===== src/rtl/uart_pkg.sv =====
// Shared types and constants for the UART transmit path: FSM states, frame
// framing constants and the {eight,pen,ohel} mode codes.
package uart_pkg;

  localparam int FRAME_BITS = 11;
  localparam logic START_BIT = 1'b0;
  localparam logic MARK = 1'b1;

  typedef enum logic [1:0] {
    IDLE,
    LOAD,
    SHIFT
  } state_t;

  // Mode codes are {eight, pen, ohel}; the ohel bit is a don't-care when parity is off.
  localparam logic [2:0] MODE_7N0 = 3'b000;
  localparam logic [2:0] MODE_7N1 = 3'b001;
  localparam logic [2:0] MODE_7E  = 3'b010;
  localparam logic [2:0] MODE_7O  = 3'b011;
  localparam logic [2:0] MODE_8N0 = 3'b100;
  localparam logic [2:0] MODE_8N1 = 3'b101;
  localparam logic [2:0] MODE_8E  = 3'b110;
  localparam logic [2:0] MODE_8O  = 3'b111;

  function automatic logic [FRAME_BITS-1:0] buildFrame(input logic [7:0] data,
                                                       input logic [1:0] post);
    return {MARK, post, data[6:0], START_BIT};
  endfunction

endpackage


===== src/rtl/uart_tx_bit_decode.sv =====
// Combinational decoder for the two post-data bit slots {b8,b7} of a UART frame,
// selected by the {eight,pen,ohel} mode code.
module uart_tx_bit_decode
  import uart_pkg::*;
(
  input  logic [7:0] i_data,
  input  logic       i_eight,
  input  logic       i_pen,
  input  logic       i_ohel,
  output logic [1:0] o_post
);

  logic w_par7;
  logic w_par8;

  assign w_par7 = ^i_data[6:0];
  assign w_par8 = ^i_data;

  // b7 carries either parity (7-bit) or data bit 7 (8-bit); unused slots are mark.
  always_comb begin
    o_post = {MARK, MARK};
    case ({i_eight, i_pen, i_ohel})
      MODE_7N0, MODE_7N1: o_post = {MARK, MARK};
      MODE_7E:            o_post = {MARK, w_par7};
      MODE_7O:            o_post = {MARK, ~w_par7};
      MODE_8N0, MODE_8N1: o_post = {MARK, i_data[7]};
      MODE_8E:            o_post = {w_par8, i_data[7]};
      MODE_8O:            o_post = {~w_par8, i_data[7]};
      default:            o_post = {MARK, MARK};
    endcase
  end

endmodule


===== src/rtl/uart_tx_engine.sv =====
// UART transmit controller: latches one byte plus frame config per write and
// shifts the 11-bit frame out LSB first. Optional line break via `TX_BREAK_EN.
module uart_tx_engine
  import uart_pkg::*;
#(
  parameter int BAUD_W = 20
) (
  input  logic              clk,
  input  logic              reset,
  input  logic              tx_wr,
  input  logic [7:0]        tx_data,
  input  logic              eight,
  input  logic              pen,
  input  logic              ohel,
  input  logic [BAUD_W-1:0] baud_k,
`ifdef TX_BREAK_EN
  input  logic              tx_break,
`endif
  output logic              tx,
  output logic              tx_ready,
  output logic              tx_done
);

  state_t                  r_state;
  state_t                  w_nextState;
  logic [7:0]              r_data;
  logic                    r_eight;
  logic                    r_pen;
  logic                    r_ohel;
  logic [BAUD_W-1:0]       r_baudK;
  logic [BAUD_W-1:0]       r_baudCnt;
  logic [3:0]              r_bitCnt;
  logic [FRAME_BITS-1:0]   r_shift;
  logic                    r_tx;
  logic                    r_ready;
  logic                    r_finish;
  logic                    r_done;
  logic [1:0]              w_post;
  logic                    w_break;
  logic                    w_accept;
  logic                    w_bitEnd;
  logic                    w_frameEnd;

`ifdef TX_BREAK_EN
  assign w_break = tx_break;
`else
  assign w_break = 1'b0;
`endif

  uart_tx_bit_decode u_decode (
    .i_data  (r_data),
    .i_eight (r_eight),
    .i_pen   (r_pen),
    .i_ohel  (r_ohel),
    .o_post  (w_post)
  );

  assign w_accept   = tx_wr && r_ready && !w_break && (r_state == IDLE);
  assign w_bitEnd   = (r_baudCnt == r_baudK - BAUD_W'(1));
  assign w_frameEnd = (r_state == SHIFT) && w_bitEnd && (r_bitCnt == 4'(FRAME_BITS - 1));

  always_ff @(posedge clk or posedge reset) begin
    if (reset) begin
      r_state <= IDLE;
    end else begin
      r_state <= w_nextState;
    end
  end

  always_comb begin
    w_nextState = r_state;
    case (r_state)
      IDLE:    if (w_accept) w_nextState = LOAD;
      LOAD:    w_nextState = SHIFT;
      SHIFT:   if (w_frameEnd) w_nextState = IDLE;
      default: w_nextState = IDLE;
    endcase
  end

  // tx lags r_shift[0] by one clock, so ready/done are delayed one extra clock
  // through r_finish to line up with the true end of the stop bit on the line.
  always_ff @(posedge clk or posedge reset) begin
    if (reset) begin
      r_data    <= '0;
      r_eight   <= 1'b0;
      r_pen     <= 1'b0;
      r_ohel    <= 1'b0;
      r_baudK   <= BAUD_W'(1);
      r_baudCnt <= '0;
      r_bitCnt  <= '0;
      r_shift   <= '1;
      r_tx      <= MARK;
      r_ready   <= 1'b1;
      r_finish  <= 1'b0;
      r_done    <= 1'b0;
    end else begin
      r_finish <= w_frameEnd;
      r_done   <= r_finish;
      case (r_state)
        IDLE: begin
          r_tx <= w_break ? ~MARK : MARK;
          if (w_accept) begin
            r_data  <= tx_data;
            r_eight <= eight;
            r_pen   <= pen;
            r_ohel  <= ohel;
            r_baudK <= (baud_k == '0) ? BAUD_W'(1) : baud_k;
            r_ready <= 1'b0;
          end else begin
            r_ready <= ~w_break;
          end
        end
        LOAD: begin
          r_shift   <= buildFrame(r_data, w_post);
          r_bitCnt  <= '0;
          r_baudCnt <= '0;
          r_tx      <= MARK;
        end
        SHIFT: begin
          r_tx <= r_shift[0];
          if (w_bitEnd) begin
            r_shift   <= {MARK, r_shift[FRAME_BITS-1:1]};
            r_bitCnt  <= r_bitCnt + 4'd1;
            r_baudCnt <= '0;
          end else begin
            r_baudCnt <= r_baudCnt + BAUD_W'(1);
          end
        end
        default: begin
          r_tx <= MARK;
        end
      endcase
    end
  end

  assign tx       = r_tx;
  assign tx_ready = r_ready;
  assign tx_done  = r_done;

endmodule


===== config.mk =====
export PLATFORM = sky130hd
export DESIGN_NAME = uart_tx_engine
export DESIGN_NICKNAME = d
export VERILOG_FILES = /design/src/rtl/uart_pkg.sv /design/src/rtl/uart_tx_bit_decode.sv /design/src/rtl/uart_tx_engine.sv
export SDC_FILE = /design/constraint.sdc
export NUM_CORES = 1
export LEC_CHECK = 0
export CAP_MARGIN = 0
export CORE_ASPECT_RATIO = 0.9
export CORE_MARGIN = 10
export CORE_UTILIZATION = 52
export DETAILED_ROUTE_END_ITERATION = 16
export PLACE_DENSITY = 0.76
export SYNTH_ARGS = -nofsm -noshare
export SYNTH_HDL_FRONTEND = slang
export SYNTH_HIERARCHICAL = 1
export SYNTH_SLANG_ARGS = --single-unit

===== constraint.sdc =====
create_clock -name clk -period 3.3 [get_ports clk]
set_input_delay 0.66 -clock clk [delete_from_list [all_inputs] [get_ports clk]]
set_output_delay 0.66 -clock clk [all_outputs]
set_load 0.05 [all_outputs]

== Yosys cells after proc, flatten, opt, wreduce, memory -nomap -nowiden ==
Cells that the tools add are included.
Widths: inputs -> output; s select.

* Add/subtract/negate cells: 3
* Equal/unequal tests: 14
* Multiplexer cells: 13
* Bitwise logic cells: 2
* Reduce and logical (&&, ||, !) cells: 15

{| class="wikitable"
|+ Operators with widths
! cell !! count
|-
| $mux 20 || 2
|-
| $pmux 20 s2 || 1
|-
| $pmux 11 s2 || 1
|-
| $add 20x1->20 const B || 1
|-
| $eq 20x20->1 || 1
|-
| $logic_not 20->1 || 1
|-
| $sub 20x1->20 const B || 1
|-
| $eq 3x3->1 const B || 4
|-
| $pmux 2 s6 || 1
|-
| $mux 11 || 1
|-
| $pmux 4 s2 || 1
|-
| $reduce_xor 8->1 || 1
|-
| $reduce_xor 7->1 || 1
|-
| $eq 3x2->1 const B || 2
|-
| $ne 2x2->1 const B || 3
|-
| $pmux 2 s3 || 1
|-
| $reduce_and 2->1 || 3
|-
| $add 4x1->4 const B || 1
|-
| $eq 4x4->1 const B || 1
|-
| $logic_and 1x1->1 || 4
|-
| $mux 2 || 2
|-
| $mux 4 || 1
|-
| $reduce_or 2->1 || 2
|-
| $eq 3x1->1 const B || 1
|-
| other kinds (7) || 9
|}

* Register bits: 72
* Output and inout bits: 3
* Word-level logic and storage cells: 60

== Depth between registers and ports, before layout ==
Gate-level depths: netlist of the first run.

* Depth after elaboration: 6
* Mapped depth: 13
* Depth with buffers taken out: 10

== Hierarchy ==
The synthesis of the first run kept the hierarchy.

{| class="wikitable"
|+ By module, submodules not included
! module !! instances !! cells an instance !! area each (µm²) !! seq. area each (µm²)
|-
| uart_tx_engine || 1 || 372 || 3883.7 || 1793.0
|-
| uart_tx_bit_decode || 1 || 14 || 98.8 || 0.0
|}

== Worst setup path before layout of the first run ==
Ideal clock, no wire load.

* Path type: register to register
* Start: register r_baudK[1]
* End: register r_bitCnt[3]
* Library setup time: 127 ps
* Arrival time: 3022 ps
* Path slack: 151 ps
* Cell stages (with the launch flop): 13
* Path buffers: 3
* Clock period less this slack: 3149 ps
* Cells stage by stage: dfrtp_1 > inv_1 > ha_1 > or4b_1 > buf_2 > or4_1 > a2bb2oi_1 > nand4b_1 > or4b_4 > buf_6 > buf_8 > o211ai_2 > o31ai_2

* Word-level cells in the longest chain between the ends: 4

{| class="wikitable"
|+ Ends and longest elaborated chain
! what !! RTL line !! text
|-
| from (decl) || uart_tx_engine.sv:30 || <nowiki>logic [BAUD_W-1:0] r_baudK;</nowiki>
|-
| from (signal assigned) || uart_tx_engine.sv:107 || <nowiki>r_baudK <= (baud_k == '0) ? BAUD_W'(1) : baud_k;</nowiki>
|-
| $sub 20x1->20 || uart_tx_engine.sv:59 || <nowiki>assign w_bitEnd = (r_baudCnt == r_baudK - BAUD_W'(1));</nowiki>
|-
| $eq 20x20->1 || uart_tx_engine.sv:59 ||
|-
| $ne 2x2->1 (no source line) || - ||
|-
| $reduce_and 2->1 (no source line) || - ||
|-
| to (signal assigned) || uart_tx_engine.sv:123 || <nowiki>r_bitCnt <= r_bitCnt + 4'd1;</nowiki>
|-
| to (decl) || uart_tx_engine.sv:32 || <nowiki>logic [3:0] r_bitCnt;</nowiki>
|}

Every way passes these cells.
A chain may end at the register's enable or synchronous reset.

== Worst setup path in the final report of the first run ==
* Start: register r_baudK[0]
* End: register r_shift[6]

* Word-level cells in the longest chain between the ends: 4

{| class="wikitable"
|+ Ends and longest elaborated chain
! what !! RTL line !! text
|-
| $sub 20x1->20 || uart_tx_engine.sv:59 ||
|-
| $eq 20x20->1 || uart_tx_engine.sv:59 ||
|-
| $ne 2x2->1 (no source line) || - ||
|-
| $reduce_and 2->1 (no source line) || - ||
|-
| to (signal assigned) || uart_tx_engine.sv:114 || <nowiki>r_shift <= buildFrame(r_data, w_post);</nowiki>
|-
| to (signal assigned) || uart_tx_engine.sv:122 || <nowiki>r_shift <= {MARK, r_shift[FRAME_BITS-1:1]};</nowiki>
|-
| to (decl) || uart_tx_engine.sv:33 || <nowiki>logic [FRAME_BITS-1:0] r_shift;</nowiki>
|}

Every way passes these cells.

==> impl_metrics.ini, run 1 <==
[outcome]
status = complete, no violations

[critical_path]
path_max_fanout = 8
cp-start-kind = flop
crit_buf_inv = 2
worstPathCellList = inv_1, ha_2, or4b_4, nor4_2, o32ai_1, o21a_1, nand4b_1, or4b_4, buf_4, o22a_2, o21a_1
max_stage_delay_ns = 0.60
crit_family = simple AND/OR/NAND/NOR gates
arrival_ns = 3.46
crit_type = flop to flop
cp-end-kind = flop
cp_data_required_time_ns = 3.58
critPathSlowestCell = or4b_4

[synth]
ys_seq_elements = 71
synth_cells = 386
synth_area_leader_cell = dfrtp_1
synth_top_area_share_pct = 36.44
syn-num-nets = 427
seq_area_frac_synth_pct = 45.02
ys_warn_count = 6
avgSynthCellArea_um2 = 10.32
yosysMostFrequentCell = dfrtp_1
syn_area_mm2 = 0.003983
synth_edf_count = 0
netlist_top_cells_count = dfrtp_1 (58), nor2_1 (37), mux2_2 (31), nand2_1 (27), xnor2_1 (27)
async_reset_ff_share_pct = 100.0
ys.flop_type = dfrtp_1
synthDistinctLibCells = 54
synth_area_leaders = dfrtp_1 (36%), mux2_2 (8.8%), dfstp_2 (8.6%)

[clock_network]
htreeDepth = 3
cts_max_path_buffers = 2
clock_sinks = 71
cts_tree = done
clk-insertion-delay-late_ns = 0.35
path_clk_slew_ns = 0.08
cts_made_buffers = 9
root_buffer = clkbuf_8

[floorplan]
start_util_pct = 53.05
fp.dieArea_mm2 = 0.01156
die_w_um = 112.3
ios = 37
die_h_um = 103.0
core_area_mm2 = 0.007507
rows = 30

[sta]
finalHoldViolCount = 0
min_period_ns = 3.180
max_freq_mhz = 314.4
fin_crit_sh_pct = 96.37
finalClockSkew_ns = 0.009573
setup_viol_count_final = 0
drv_slew = 0
tightest_slew_ns = 0.6481
max-slew-margin-rel_pct = 56.67
holdWs_ns = 0.3599

[power_and_ir_drop]
ir_drop_uv = 595.0
powerDensity_mw_per_mm2 = 832.4
p_leak_nw = 1.917

[detailed_routing]
routed_wirelength_um = 8993
drc = 0
wl_per_cell_um = 16.65
vias_per_cell = 5.670
drt_first_pass_iters = 4
drt_iter0_drc = 130
drtAntennaViolNets = 0
vias = 3062

[job]
drv_cap = 0

[global_routing]
grt_pass1_vias = 3101
grt_max_degree = 72
top_usage_layer = met2
use_met3_pct = 4.130
antenna_found_initial = 0
grt_pass1_wl_um = 14920
use_met1_pct = 18.98
grt_usage_pct = 15.79
grtUsageMet2_pct = 26.79
grt_remaining_overflow = 0

[finish]
final_nets = 480
area_growth_pct = 20.89
final_util_pct = 64.13
drive_above_1_share_pct = 23.65
diodes = 0

[placed_design]
portBuffers = 36
post-dp-hpwl_um = 6656
gp_congestion = 0.9272

[hold_path]
hold_class = flop to flop
## registers in the layout (all words and copies together) (netlist names)
name	cells
r_finish	1
r_baudCnt	20
tx_done	1
r_pen	1
r_eight	1
r_state	2
tx_ready	1
r_bitCnt	4
tx	1
r_shift	10
r_baudK	20
r_ohel	1
r_data	8
## through the flow
stage | setup slack (ns) | std cells | TNS (ns) | power, W | cell area [um^2]
finish | 0.1197 | 540 | 0 | 0.004008 | 4815
detailed placement | 0.03888 | 522 | 0 | 0.003185 | 4534
global route | -0.03063 | 540 | -0.1690 | 0.004277 | 4815
global placement | 0.1248 | 522 | 0 | 0.003131 | 4534
floorplan | 0.1509 | 386 | 0 | 0.002700 | 3983
CTS | 0.02198 | 538 | 0 | 0.003981 | 4757
## cells in the final DEF, fill, tap and decap left out, types with 3 or more instances in the layout
master and instances:
clkdlybuf4s50_1 36, and3_1 3, o22a_2 7, nor3_1 7, a31oi_1 7, xor2_1 17
dfstp_2 13, or3_1 3, xnor2_1 27, nand3_1 17, o21a_1 11, o21ai_0 15
nand4b_1 3, buf_4 16, nor2_1 37, nor4_1 8, dfrtp_1 58, ha_1 6
nand2_1 27, mux2_2 31, nand4_1 6, nand2b_1 4, inv_1 19, nand3b_1 3
clkbuf_8 10, mux2i_1 5, a21oi_1 4
## worst paths after layout
kind	start	to	slack (ns)	depth (start not counted)
hold reg to reg	r_finish	tx_done	0.36	0
setup reg to reg	r_baudK[0]	r_shift[6]	0.12	11
setup / recovery	r_baudK[0]	r_shift[6]	0.12	11
hold / removal	r_finish	tx_done	0.36	0
max in group asynchronous	reset	tx	2.24	3
min in group asynchronous	reset	r_bitCnt[2]	0.71	3
## where the power goes
group	switching, W	total (W)	internal, W
registers	0.000293	0.00149	0.00120
clock network	0.000340	0.000787	0.000447
logic	0.000852	0.00173	0.000877
total	0.00149	0.00401	0.00252
## layer usage
layer / vias to the layer above / wire length [um]
li1: 1470 / -
met1: 1511 / 3987
met2: 69 / 4372
met3: 12 / 468
met4: 0 / 163
met5: - / 0
## timing repair
action                                  CTS  global route
hold buffers                              0             0
gates resized for setup                   0             8
endpoints found under the setup margin    0            30
setup buffers                             0             2
## area by class of cell
| cell class | instances | area [um^2] |
|---|---|---|
| Fill cell | 628 | 2693 |
| Multi-Input combinational cell | 283 | 2083 |
| Sequential cell | 71 | 1793 |
| Timing Repair Buffer | 54 | 520.5 |
| Clock buffer | 11 | 141.4 |
| Tap cell | 96 | 120.1 |
| Clock inverter | 5 | 81.33 |
| Inverter | 20 | 75.07 |
## cell families after synthesis
logic type | after synthesis | share of synthesized area [%]
and+or+nand+nor | 135 | 17.53
AOI/OAI and AO/OA | 61 | 11.81
muxes | 36 | 10.02
DFF | 71 | 45.02
buffers and inverters | 32 | 3.739
xor gates and xnor gates | 44 | 9.676
adders and majority gates | 7 | 2.199
Note: power is estimated with default switching activity, not from simulation.
==> run 2: changes to the inputs <==
GPL_TIMING_DRIVEN = 0   (was default)
==> impl_metrics.ini, run 2 (same netlist as run 1, synthesis figures left out) <==
[power_and_ir_drop]
intPower_w = 0.002476
switchingPower_w = 0.001510
p_total_w = 0.003985
p_sw_share_pct = 37.88
seq_power_share_pct = 38.2
ir_drop_uv = 507.8
powerDensity_mw_per_mm2 = 821.8
p_leak_nw = 1.906
p_clk_share_pct = 19.3
combPwrFrac_pct = 42.5

[floorplan]
die_h_um = 103.0
core_area_mm2 = 0.007507
fp.dieArea_mm2 = 0.01156
rows = 30
ios = 37
start_util_pct = 53.05
die_w_um = 112.3

[detailed_routing]
wl_per_cell_um = 16.60
drtAntennaViolNets = 0
vias_per_cell = 5.686
drc = 0
drt_iter0_drc = 168
vias = 3076
routed_wirelength_um = 8981
drt_first_pass_iters = 4

[global_routing]
grt_remaining_overflow = 0
grt_max_degree = 72
grt_usage_pct = 15.44
use_met3_pct = 4.072
grt_pass1_vias = 2907
use_met1_pct = 19.01
antenna_found_initial = 0
grtUsageMet2_pct = 25.32
grt_pass1_wl_um = 14460
top_usage_layer = met2

[sta]
finalHoldViolCount = 0
tightest_slew_ns = 0.8721
drv_slew = 0
finalClockSkew_ns = 0.01164
min_period_ns = 3.282
fin_crit_sh_pct = 99.46
tns_ns = 0
max-slew-margin-rel_pct = 41.86
max_freq_mhz = 304.7
setup_viol_count_final = 0

[finish]
top_regs = r_baudCnt: 20 flops, r_baudK: 20 flops, r_shift: 10 flops
layout_commonest_cell = dfrtp_1
final_util_pct = 64.60
area_growth_pct = 21.77
drive_above_1_share_pct = 24.04
diodes = 0
final_nets = 481
fillCellCount = 591
final_cell_mix = dfrtp_1 (58), nor2_1 (36), clkdlybuf4s50_1 (36)

[placed_design]
gp_congestion = 0.9092
post-dp-hpwl_um = 6423
portBuffers = 36

[critical_path]
path_max_fanout = 10
crit_type = flop to flop
cp-end-kind = flop
cp_data_required_time_ns = 3.54
cp-start-kind = flop
arrival_ns = 3.52

[clock_network]
root_buffer = clkbuf_8
cts_tree = done
cts_hold_buf = 0
htreeDepth = 3
cts_made_buffers = 9
cts_max_path_buffers = 2
path_clk_slew_ns = 0.08
clk-insertion-delay-late_ns = 0.36
clock_sinks = 71

[hold_path]
hold_class = flop to flop

[outcome]
status = complete, no violations

[job]
drv_cap = 0
-- run 2: cell types whose count changed in the layout (fill, tap and decap cells not counted), sizes merged --
cell / delta
buf: -6
clkbuf: +5
clkinv: +1
clkinvlp: +1
-- run 2: power groups by stage --
stage	sequential, W	combinational (W)	clock (W)
final	0.00152	0.00170	0.000768
after global routing	0.00157	0.00186	0.000823
after global placement	0.00151	0.00153	0
after CTS	0.00151	0.00164	0.000783
after floorplan	0.00146	0.00124	0
after detailed placement	0.00152	0.00157	0
-- run 2: per-layer routing --
layer / vias up / wire length [um]
met4: 0 / 213
met2: 71 / 4368
met3: 22 / 452
met1: 1506 / 3947
li1: 1477 / -
met5: - / 0
-- run 2: path summary, 6_finish.rpt --
kind	startpoint	to	slack (ns)	depth (start not counted)
worst max-delay path	r_baudK[0]	r_bitCnt[3]	0.02	13
worst min-delay path	r_finish	tx_done	0.36	0
worst max register to register	r_baudK[0]	r_bitCnt[3]	0.02	13
worst min register to register	r_finish	tx_done	0.36	0
max in group asynchronous	reset	r_baudK[7]	1.90	2
min in group asynchronous	reset	r_eight	0.84	2
-- run 2: critical path, cell delays in order (launching register included) --
cell	delay, ns
dfstp_2	0.39
inv_2	0.08
ha_4	0.15
or4b_4	0.45
buf_6	0.15
o41ai_4	0.25
o32ai_2	0.14
o21a_1	0.22
nand4b_1	0.23
or4b_4	0.57
buf_8	0.15
buf_8	0.13
o211ai_2	0.17
o31ai_2	0.08
-- run 2: stage by stage --
stage	cell area (um^2)	hold slack, ns	setup WS, ns	cells
after global routing	4850	0.3604	-0.07532	541
final	4850	0.3553	0.01795	541
after floorplan	3983	0.3312	0.1509	386
after global placement	4463	0.3333	-0.3433	518
after detailed placement	4466	0.3395	-0.3298	518
after CTS	4737	0.3591	0.02097	535
-- run 2: area by class of cell --
class | instances | area, um^2 | share of cell area [%]
timing repair buffer | 43 | 416.7 | 8.591
tap | 96 | 120.1 | 2.477
clock inverter | 7 | 97.59 | 2.012
multi-input combinational | 283 | 2135 | 44.01
sequential | 71 | 1793 | 36.97
inverter | 20 | 77.57 | 1.600
buffer | 12 | 86.33 | 1.780
clock buffer | 9 | 123.9 | 2.554
-- run 2: what timing repair did --
| action | 4_1_cts | 5_1_grt |
|---|---|---|
| gates cloned | 0 | 0 |
| buffers inserted | 1 | 6 |
| pin swaps | 1 | 10 |
| endpoints found under the setup margin | 28 | 22 |
| gates resized for setup | 9 | 17 |
==> run 3: changes to the inputs <==
CORE_MARGIN = 2   (was 10)
==> impl_metrics.ini, run 3 (same netlist as run 1, synthesis figures left out) <==
[outcome]
status = complete, no violations

[global_routing]
grt_max_degree = 72
grt_pass1_wl_um = 14660
grt_usage_pct = 23.20
antenna_found_initial = 0
grt_pass1_vias = 2988
grt_remaining_overflow = 0

[clock_network]
htreeDepth = 3
clock_sinks = 71
cts_max_path_buffers = 2
root_buffer = clkbuf_8
cts_tree = done
path_clk_slew_ns = 0.08
clk-insertion-delay-late_ns = 0.35
cts_made_buffers = 9

[sta]
fin_ws_ns = 0.07268
tightest_slew_ns = 0.8668
finalHoldViolCount = 0
finalClockSkew_ns = 0.006394
setup_viol_count_final = 0
min_period_ns = 3.227
drv_slew = 0
max_freq_mhz = 309.9
fin_crit_sh_pct = 97.80
max-slew-margin-rel_pct = 42.21
rsz0062_at_grt = yes

[detailed_routing]
vias = 3086
routed_wirelength_um = 8978
met3_length_um = 487
wl_met1_um = 3959
drt_first_pass_iters = 4
top_layer_used = met4
dr_wl_met2_um = 4427
vias_per_cell = 5.683
drt_iter0_drc = 161
drc = 0
drtAntennaViolNets = 0
wl_per_cell_um = 16.53

[finish]
final_nets = 483
drive_above_1_share_pct = 23.94
stdcell_count = 543
postLayoutCellArea_mm2 = 0.004841
final_cell_mix = dfrtp_1 (58), nor2_1 (36), clkdlybuf4s50_1 (36)
diodes = 0
top_regs = r_baudCnt: 20 flops, r_baudK: 20 flops, r_shift: 10 flops
layout_commonest_cell = dfrtp_1
area_growth_pct = 21.55

[power_and_ir_drop]
powerDensity_mw_per_mm2 = 802.4
p_leak_nw = 1.915
ir_drop_uv = 601.2
p_total_w = 0.003884

[critical_path]
max_stage_delay_ns = 0.58
arrival_ns = 3.47
crit_buf_inv = 2
path_max_fanout = 10
crit_type = flop to flop
cp-end-kind = flop
cp_data_required_time_ns = 3.54
worstPathCellList = nor4_1, nand4_1, or3_4, a2111oi_4, nand4b_1, or4b_4, buf_8, buf_8, o211ai_2, o31ai_2
path_common_cell = buf_8
cp-start-kind = flop
crit_family = simple AND/OR/NAND/NOR gates
rrSetupSlack_ns = 0.07
critPathSlowestCell = or4b_4

[placed_design]
post-dp-hpwl_um = 6277
dp_cells = 518
place_ws_ns = -0.4284
gp_congestion = 0.8581
portBuffers = 36
placed_area_mm2 = 0.004466

[floorplan]
fp.dieArea_mm2 = 0.008376
rows = 30
ios = 37
start_util_pct = 53.32
die_h_um = 87.03
core_area_mm2 = 0.007470
die_w_um = 96.25

[hold_path]
hold_class = flop to flop

[job]
drv_cap = 0
## run 3: cell count changes in the layout (fill, tap and decap cells not counted), sizes merged
cell / before / now
clkinvlp: 2 / 1
clkbuf: 16 / 17
clkinv: 3 / 4
buf: 12 / 14
bufinv: 2 / 0
inv: 20 / 21
## run 3: final timing paths
check,depth (start not counted),end,from
worst max-delay path,10,r_bitCnt[3],r_baudK[11]
worst min-delay path,0,tx_done,r_finish
worst max register to register,10,r_bitCnt[3],r_baudK[11]
worst min register to register,0,tx_done,r_finish
max in group asynchronous,2,r_baudCnt[6],reset
min in group asynchronous,2,r_baudK[9],reset
## run 3: what timing repair did
item,4_1_cts,5_1_grt
setup endpoints to repair,31,25
gates resized for setup,16,6
hold buffers,0,0
pin swaps,9,5
gates cloned,1,0
setup buffers,6,3
## run 3: per-stage QoR
stage / hold slack (ns) / utilization (%) / setup TNS, ns
after floorplan: 0.3312 / - / 0
after global placement: 0.3354 / 59.75 / -24.52
after detailed placement: 0.3455 / 59.78 / -7.208
after CTS: 0.3629 / 64.05 / 0
after global routing: 0.3852 / 64.81 / -0.07297
final: 0.3731 / 64.81 / 0
## run 3: layout make-up
cell class | instances | area (um^2)
plain buffers | 11 | 75.07
repair buffers | 46 | 467.9
inverters | 20 | 77.57
well taps | 96 | 120.1
clock inverters | 6 | 43.79
multi-input cells | 283 | 2126
fillers | 592 | 2629
clock buffers | 10 | 137.6
flip-flops and latches | 71 | 1793
## run 3: per-layer routing
metal / vias up / global-route usage, %
li1: 1475 / -
met1: 1530 / 31.89
met2: 70 / 37.06
met3: 11 / 5.801
met4: 0 / 5.455
met5: - / 0
## run 3: where the power goes
group          switching (W)  internal, W  leakage (nW)  total [W]
clock               0.000348     0.000296        0.0926   0.000643
combinational       0.000857     0.000858         0.944    0.00171
sequential          0.000329      0.00120         0.878    0.00153
total                0.00153      0.00235          1.92    0.00388
